`src/rtl/sbc_pkg.sv`:
```
// Shared types and default constants for the SBC clock/reset generator.
// Imported by the top and its sub-module.
package sbc_pkg;

  typedef enum logic [1:0] {
    ST_WAIT = 2'd0,
    ST_HOLD = 2'd1,
    ST_RUN  = 2'd2
  } rst_state_e;

  localparam int PHI2_DIV_DEF = 25;
  localparam int NCO_INC_DEF  = 618475;
  localparam int RES_HOLD_DEF = 16;

endpackage

```
`src/rtl/sbc_clk_reset_gen_if.sv`:
```
// Board-side signals of the clock/reset generator.
// master = generator, slave = board/consumer side.
interface sbc_clk_reset_gen_if;

  logic pll_locked;
  logic btn_n;
  logic phi2;
  logic phi2_rise;
  logic phi2_fall;
  logic uart_clk;
  logic res_n;

  modport master (
    input  pll_locked,
    input  btn_n,
    output phi2,
    output phi2_rise,
    output phi2_fall,
    output uart_clk,
    output res_n
  );

  modport slave (
    output pll_locked,
    output btn_n,
    input  phi2,
    input  phi2_rise,
    input  phi2_fall,
    input  uart_clk,
    input  res_n
  );

endinterface

```
`src/rtl/sbc_debounce.sv`:
```
// Two-flop synchroniser followed by a stability-count debouncer.
// Output starts at 0 (pressed) out of reset.
module sbc_debounce
  import sbc_pkg::*;
#(
  parameter int DEB_CYCLES = 500000
) (
  input  logic clk_i,
  input  logic res_i,
  input  logic din_i,
  output logic dout_o
);

  localparam int CW = $clog2(DEB_CYCLES + 1);
  localparam logic [CW-1:0] CNT_LAST = CW'(DEB_CYCLES - 1);

  logic [1:0]    sync_q;
  logic          deb_q;
  logic          deb_d;
  logic [CW-1:0] cnt_q;
  logic [CW-1:0] cnt_d;
  logic          s;

  assign s = sync_q[1];

  // Any cycle where the input agrees with the output restarts the count.
  always_comb begin
    deb_d = deb_q;
    cnt_d = '0;
    if (s != deb_q) begin
      if (cnt_q == CNT_LAST) begin
        deb_d = s;
      end else begin
        cnt_d = cnt_q + CW'(1);
      end
    end
  end

  always_ff @(posedge clk_i) begin
    if (res_i) begin
      sync_q <= '0;
      deb_q  <= 1'b0;
      cnt_q  <= '0;
    end else begin
      sync_q <= {sync_q[0], din_i};
      deb_q  <= deb_d;
      cnt_q  <= cnt_d;
    end
  end

  assign dout_o = deb_q;

endmodule

```
`src/rtl/sbc_clk_reset_gen.sv`:
```
// phi2 divider, UART NCO and sequenced system reset for the SBC.
// res_n releases aligned to a phi2 falling edge.
module sbc_clk_reset_gen
  import sbc_pkg::*;
#(
  parameter int PHI2_DIV   = PHI2_DIV_DEF,
  parameter int NCO_W      = 24,
  parameter int NCO_INC    = NCO_INC_DEF,
  parameter int RES_HOLD   = RES_HOLD_DEF,
  parameter int DEB_CYCLES = 500000
) (
  input  logic                fst_clk,
  input  logic                res,
  sbc_clk_reset_gen_if.master bus
);

  localparam logic [7:0] DIV_LAST  = 8'(PHI2_DIV - 1);
  localparam logic [7:0] HOLD_LAST = 8'(RES_HOLD - 1);
  localparam logic [NCO_W-1:0] NCO_STEP = NCO_W'(NCO_INC);

  logic [7:0]       div_q;
  logic [7:0]       div_d;
  logic             phi2_q;
  logic             phi2_d;
  logic             rise_q;
  logic             rise_d;
  logic             fall_q;
  logic             fall_d;
  logic [NCO_W-1:0] acc_q;
  logic [NCO_W-1:0] acc_d;
  logic             wrap;
  logic             fall_evt;

  logic [1:0]       pll_sync_q;
  logic             btn_rel;
  logic             go_wait;

  rst_state_e       st_q;
  logic [7:0]       hold_q;
  logic             res_n_q;

  // fall_evt marks the edge on which phi2 is about to drop to 0.
  always_comb begin
    wrap     = (div_q == DIV_LAST);
    fall_evt = wrap & phi2_q;
    div_d    = wrap ? 8'd0 : div_q + 8'd1;
    phi2_d   = phi2_q ^ wrap;
    rise_d   = wrap & ~phi2_q;
    fall_d   = fall_evt;
    acc_d    = acc_q + NCO_STEP;
  end

  always_ff @(posedge fst_clk) begin
    if (res) begin
      div_q  <= '0;
      phi2_q <= 1'b0;
      rise_q <= 1'b0;
      fall_q <= 1'b0;
      acc_q  <= '0;
    end else begin
      div_q  <= div_d;
      phi2_q <= phi2_d;
      rise_q <= rise_d;
      fall_q <= fall_d;
      acc_q  <= acc_d;
    end
  end

  always_ff @(posedge fst_clk) begin
    if (res) begin
      pll_sync_q <= '0;
    end else begin
      pll_sync_q <= {pll_sync_q[0], bus.pll_locked};
    end
  end

  sbc_debounce #(
    .DEB_CYCLES(DEB_CYCLES)
  ) u_btn_deb (
    .clk_i (fst_clk),
    .res_i (res),
    .din_i (bus.btn_n),
    .dout_o(btn_rel)
  );

  assign go_wait = ~pll_sync_q[1] | ~btn_rel;

  // go_wait is tested first so it beats a coincident final strobe.
  always_ff @(posedge fst_clk) begin
    if (res) begin
      st_q    <= ST_WAIT;
      hold_q  <= '0;
      res_n_q <= 1'b0;
    end else begin
      unique case (st_q)
        ST_WAIT: begin
          hold_q  <= '0;
          res_n_q <= 1'b0;
          if (!go_wait) begin
            st_q <= ST_HOLD;
          end
        end
        ST_HOLD: begin
          if (go_wait) begin
            st_q    <= ST_WAIT;
            hold_q  <= '0;
            res_n_q <= 1'b0;
          end else if (fall_evt) begin
            if (hold_q == HOLD_LAST) begin
              st_q    <= ST_RUN;
              hold_q  <= '0;
              res_n_q <= 1'b1;
            end else begin
              hold_q <= hold_q + 8'd1;
            end
          end
        end
        ST_RUN: begin
          if (go_wait) begin
            st_q    <= ST_WAIT;
            res_n_q <= 1'b0;
          end
        end
        default: begin
          st_q    <= ST_WAIT;
          hold_q  <= '0;
          res_n_q <= 1'b0;
        end
      endcase
    end
  end

  assign bus.phi2      = phi2_q;
  assign bus.phi2_rise = rise_q;
  assign bus.phi2_fall = fall_q;
  assign bus.uart_clk  = acc_q[NCO_W-1];
  assign bus.res_n     = res_n_q;

endmodule

```
`src/flat_wrapper.sv`:
```
// flat-port wrapper written by rule: the top's interface ports become plain ports
module sbc_clk_reset_gen_flat import sbc_pkg::*;
#(
  parameter int PHI2_DIV   = PHI2_DIV_DEF,
  parameter int NCO_W      = 24,
  parameter int NCO_INC    = NCO_INC_DEF,
  parameter int RES_HOLD   = RES_HOLD_DEF,
  parameter int DEB_CYCLES = 500000
)
  (fst_clk, res, bus_pll_locked, bus_btn_n, bus_phi2, bus_phi2_rise, bus_phi2_fall, bus_uart_clk, bus_res_n);
  sbc_clk_reset_gen_if bus_i ();
  input  logic fst_clk;
  input  logic res;
  input wire logic [$bits(bus_i.pll_locked)-1:0] bus_pll_locked;
  input wire logic [$bits(bus_i.btn_n)-1:0] bus_btn_n;
  output wire logic [$bits(bus_i.phi2)-1:0] bus_phi2;
  output wire logic [$bits(bus_i.phi2_rise)-1:0] bus_phi2_rise;
  output wire logic [$bits(bus_i.phi2_fall)-1:0] bus_phi2_fall;
  output wire logic [$bits(bus_i.uart_clk)-1:0] bus_uart_clk;
  output wire logic [$bits(bus_i.res_n)-1:0] bus_res_n;
  assign bus_i.pll_locked = bus_pll_locked;
  assign bus_i.btn_n = bus_btn_n;
  assign bus_phi2 = bus_i.phi2;
  assign bus_phi2_rise = bus_i.phi2_rise;
  assign bus_phi2_fall = bus_i.phi2_fall;
  assign bus_uart_clk = bus_i.uart_clk;
  assign bus_res_n = bus_i.res_n;
  sbc_clk_reset_gen #(.PHI2_DIV(PHI2_DIV), .NCO_W(NCO_W), .NCO_INC(NCO_INC), .RES_HOLD(RES_HOLD), .DEB_CYCLES(DEB_CYCLES)) u_core (.fst_clk(fst_clk), .res(res), .bus(bus_i));
endmodule
```
`config.mk`:
```
export PLATFORM = sky130hd
export DESIGN_NAME = sbc_clk_reset_gen_flat
export DESIGN_NICKNAME = d
export VERILOG_FILES = /design/src/rtl/sbc_pkg.sv /design/src/rtl/sbc_clk_reset_gen_if.sv /design/src/rtl/sbc_debounce.sv /design/src/rtl/sbc_clk_reset_gen.sv /design/src/flat_wrapper.sv
export SDC_FILE = /design/constraint.sdc
export NUM_CORES = 1
export LEC_CHECK = 0
export ABC_AREA = 1
export BUFFER_PORTS_ARGS = -buffer_cell sky130_fd_sc_hd__clkbuf_2
export CAP_MARGIN = 15
export CORE_ASPECT_RATIO = 0.8
export CORE_MARGIN = 2
export CORE_UTILIZATION = 48
export CTS_CLUSTER_SIZE = 25
export DETAILED_ROUTE_END_ITERATION = 10
export PLACE_DENSITY = 0.69
export SLEW_MARGIN = 15
export SYNTH_ARGS = -nofsm -noshare
export SYNTH_HDL_FRONTEND = slang
export SYNTH_SLANG_ARGS = --single-unit
```
`constraint.sdc`:
```
create_clock -name fst_clk -period 2.28 [get_ports fst_clk]
set_clock_uncertainty 0.15 [all_clocks]
set_input_delay 0.456 -clock fst_clk [delete_from_list [all_inputs] [get_ports fst_clk]]
set_output_delay 0.456 -clock fst_clk [all_outputs]
set_load 0.01 [all_outputs]
```
==> summary by stage <==
Critical path
The maximum fanout encountered on the critical timing path is 4. The type of destination of the critical path is a flop. The endpoint of the lowest-slack register-to-register path is u_core.hold_q[5]$_SDFFE_PP0P_. The slowest cell on the critical path is sky130_fd_sc_hd__dfxtp_1. In this design, the critical path's most frequently occurring cell is sky130_fd_sc_hd__nand2_1. The kind of critical path is reg2reg. Walking the worst path, the cells encountered are inv_1, ha_1, nand2_1, nor4_2, ha_1, inv_1, nand2_4, nand4_1, nor2_1, nand2_1, nand2_1, nor2_1.

Measured in cells, the most critical reg-to-reg path has a length of 12. The arrival time of data at the critical path endpoint is a little over 2000 ps. The number of buffers and inverters on the critical path is 2. The startpoint kind of the worst setup timing path is a flop. For this run, the slowest stage of the critical path takes 340 ps. STA puts the critical path data required time at between 2000 and 2500 ps. The cell family with the largest share of critical-path delay is simple AND/OR/NAND/NOR gates. Setup slack on the worst reg-to-reg path comes out at 320 ps.

In this run the critical register-to-register path is launched from u_core.div_q[0]$_SDFF_PP0_.

Clock tree
In this run the post-CTS setup repair buffer count came out at 0. The clock net in this run drives a total of 70 sinks. The longest clock path from root to sink contains 2 buffers. The clock latency reported for the late side of the worst-skew pair is 350 ps. The clock tree synthesis step divided the H-tree into 3 levels. For this design, the CTS-stage hold fixing added 0 buffers. In this run, CTS created clock tree buffers numbering 9. TritonCTS built the clock tree.

The clock tree root driver cell is sky130_fd_sc_hd__clkbuf_8. Clock-pin slew was measured on the worst setup and hold paths at about 80 ps.

Routing
The iteration-0 DRC count of the detailed router is 130. The via density per instance is 4.86. The post-detailed-route count of antenna-violating nets is 0.

The detailed router placed 3,107 vias in this run. The number of detailed-routing iterations run before antenna repair is 4. The final layout contains routed wiring with a total length of 6550 um. The detail-routed net length per standard cell is 10.2 um. For this run, design rule violations remaining after detail routing come to 0.

Synth
The Yosys warning count is 0. Dividing the synthesized area by the synthesized cell count gives 6.64 sq um. The mapped netlist covers 3530 sq um. Counting every net in the synthesized netlist gives around 540. The flip-flop and latch count after synthesis is 70.

The share of the Yosys chip area taken by registers is 39.7%. The synthesized netlist contains 32 unique library cells. The synthesized instance count is 531.

Power
VDD sags by at most roughly 520 uV. Power spread over the standard cell area amounts to between 800 and 900 nW/um^2. The analysis attributes to cell leakage a power of 1.66 nW.

Floorplanning
The floorplan has 27 rows. The die is roughly 81 um tall. The die covers 8050 sq um. For this configuration, the core starts out at a cell density of 50.4%. The floorplan core area is about 7000 sq um.

9 I/O pins were placed. The floorplan step set the die width to 99.8 um.

STA
The setup-violating endpoint count in the final report is 0. The minimum clock period is 1960 ps. In the finished design, the share of the clock period the worst path needs comes to a little under nine tenths. The number of hold violations in the final report came to 0.

The final count of pins violating max slew is 0. Static timing analysis puts the maximum clock frequency at 511 MHz. In this run the tightest slew margin relative to its limit is between 60% and 70%.

Setup repair after global routing left no endpoint under its margin. For the pin with the worst max-slew slack, the measured transition is 480 ps. The setup total negative slack is 0 ps.

Global route
The first global-routing pass estimated 11,700 um of wire. The number of global-route vias before repair came to 2,770. The combined global-route utilization of all metal layers is 18.3%. The pin count of the biggest net entering global routing is 23. The initial antenna violation count came to 0. The aggregate global routing overflow is 0.

Layout
The final antenna diode count is 0. Relative to the synthesized area, the layout overhead comes to 10.8%. Of the cells placed in the final design, the portion with a size suffix greater than 1 is between 7 and 8%.

Cells fill a little under three fifths of the core in the end. Once layout is done, the placed cells without fillers occupy 3910 sq um. The final layout contains 558 nets.

Hold path
In this run the most critical hold path is launched from bus_pll_locked. The worst hold path passes through 3 cells. The worst hold path terminates at u_core.pll_sync_q[0]$_SDFF_PP0_. The min-delay analysis places its worst path in the category in2reg.

Placement
Once detailed placement completed, the half-perimeter wirelength came to 4880 um. Input and output buffers added on the ports amount to 8. Routability-driven placement finished with a final weighted congestion of 0.897. The post-detailed-placement cell area is 3670 sq um.

Run
Max-cap violations in this run came to 0.

Status
The run finished with clean final reports.
worst max path at each step:
stage	startpoint	endpoint	slack, ps	depth (start not counted)
final	u_core.div_q[0]$_SDFF_PP0_	u_core.hold_q[5]$_SDFFE_PP0P_	320	12
after detailed placement	u_core.div_q[0]$_SDFF_PP0_	u_core.hold_q[5]$_SDFFE_PP0P_	190	12
after CTS	u_core.div_q[0]$_SDFF_PP0_	u_core.hold_q[5]$_SDFFE_PP0P_	170	12
after floorplan	u_core.div_q[0]$_SDFF_PP0_	u_core.bus.res_n$_SDFFE_PP0P_	400	13
after global routing	u_core.div_q[0]$_SDFF_PP0_	u_core.hold_q[5]$_SDFFE_PP0P_	150	12
after global placement	u_core.div_q[0]$_SDFF_PP0_	u_core.hold_q[4]$_SDFFE_PP0P_	240	14
kinds of logic after synthesis:
group,Yosys count,synth area share (%)
buf+inv,84,9.16
simple gates,308,38.3
flops,70,39.7
compound gates,48,6.88
xor+xnor,14,3.48
fa+ha+maj,7,2.48
sequential cells by signal (all words and copies together) (netlist names):
name	count
u_core.bus.phi2	1
u_core.u_btn_deb.cnt_q	19
u_core.u_btn_deb.dout_o	1
u_core.hold_q	8
u_core.bus.res_n	1
u_core.bus.phi2_fall	1
u_core.st_q	2
u_core.bus.phi2_rise	1
u_core.u_btn_deb.sync_q	2
u_core.pll_sync_q	2
u_core.acc_q	24
u_core.div_q	8
Yosys cell counts (all sizes together):
cell type	n	area (sq um)
xnor2	3	26.3
clkbuf	3	11.3
nor3b	1	7.51
nor2	101	397
nand3	28	140
nor3	18	118
o21ai	18	90.1
ha	7	87.6
inv	79	299
nand2	139	549
and2	1	6.26
o21a	1	7.51
or3	1	6.26
nand4	10	62.6
nand3b	5	37.5
or2	3	18.8
buf	2	12.5
nor4	1	6.26
dfxtp	70	1400
xor2	11	96.3
a21oi	29	145
routing by layer:
metal	up-vias	track usage, %	part of all wire, %
met5	-	0	0
met4	0	6.71	0.82
met3	6	4.96	4.3
met2	36	29.4	43
met1	1373	23.6	52
li1	1692	-	-
stage by stage:
stage / setup slack [ps] / hold slack, ps / power, W / std cells
2_1_floorplan: 399 / 238 / 0.00190 / 531
3_3_place_gp: 236 / 243 / 0.00201 / 623
3_5_place_dp: 188 / 249 / 0.00202 / 623
4_1_cts: 175 / 123 / 0.00318 / 639
5_1_grt: 150 / 129 / 0.00334 / 639
6_report: 324 / 143 / 0.00314 / 639
timing repair:
action                     4_1_cts  5_1_grt
hold endpoints to repair         0        0
setup endpoints to repair        0        6
gates resized for setup          0        1
worst min-delay path, stage by stage:
cell and delay, ps:
sky130_fd_sc_hd__clkbuf_2 80, sky130_fd_sc_hd__inv_1 40, sky130_fd_sc_hd__nor2_1 30
power breakdown:
group	total, W	leakage, nW	switching, W	internal, W
Sequential	0.00144	0.571	0.000115	0.00132
Combinational	0.000565	0.978	0.000373	0.000193
Clock	0.00114	0.116	0.000463	0.000675
cell type report:
type / instances / area, sq um
Clock buffer: 11 / 151
Multi-Input combinational cell: 377 / 1810
Timing Repair Buffer: 10 / 55.1
Sequential cell: 70 / 1400
Fill cell: 680 / 3090
Tap cell: 87 / 109
Inverter: 79 / 299
Clock inverter: 5 / 81.3
cell usage in the layout (no fill, tap or decap), drive strengths merged, types with 3 or more instances in the layout:
| master | netlist | final |
|---|---|---|
| xor2 | 11 | 11 |
| nor2 | 101 | 101 |
| o21ai | 18 | 18 |
| nand4 | 10 | 10 |
| nor3 | 18 | 18 |
| or2 | 3 | 3 |
| xnor2 | 3 | 3 |
| ha | 7 | 7 |
| nand3b | 5 | 5 |
| clkbuf | 3 | 19 |
| nand3 | 28 | 28 |
| nand2 | 139 | 139 |
| a21oi | 29 | 29 |
| inv | 79 | 79 |
| dfxtp | 70 | 70 |
Note: power is estimated with default switching activity, not from simulation.
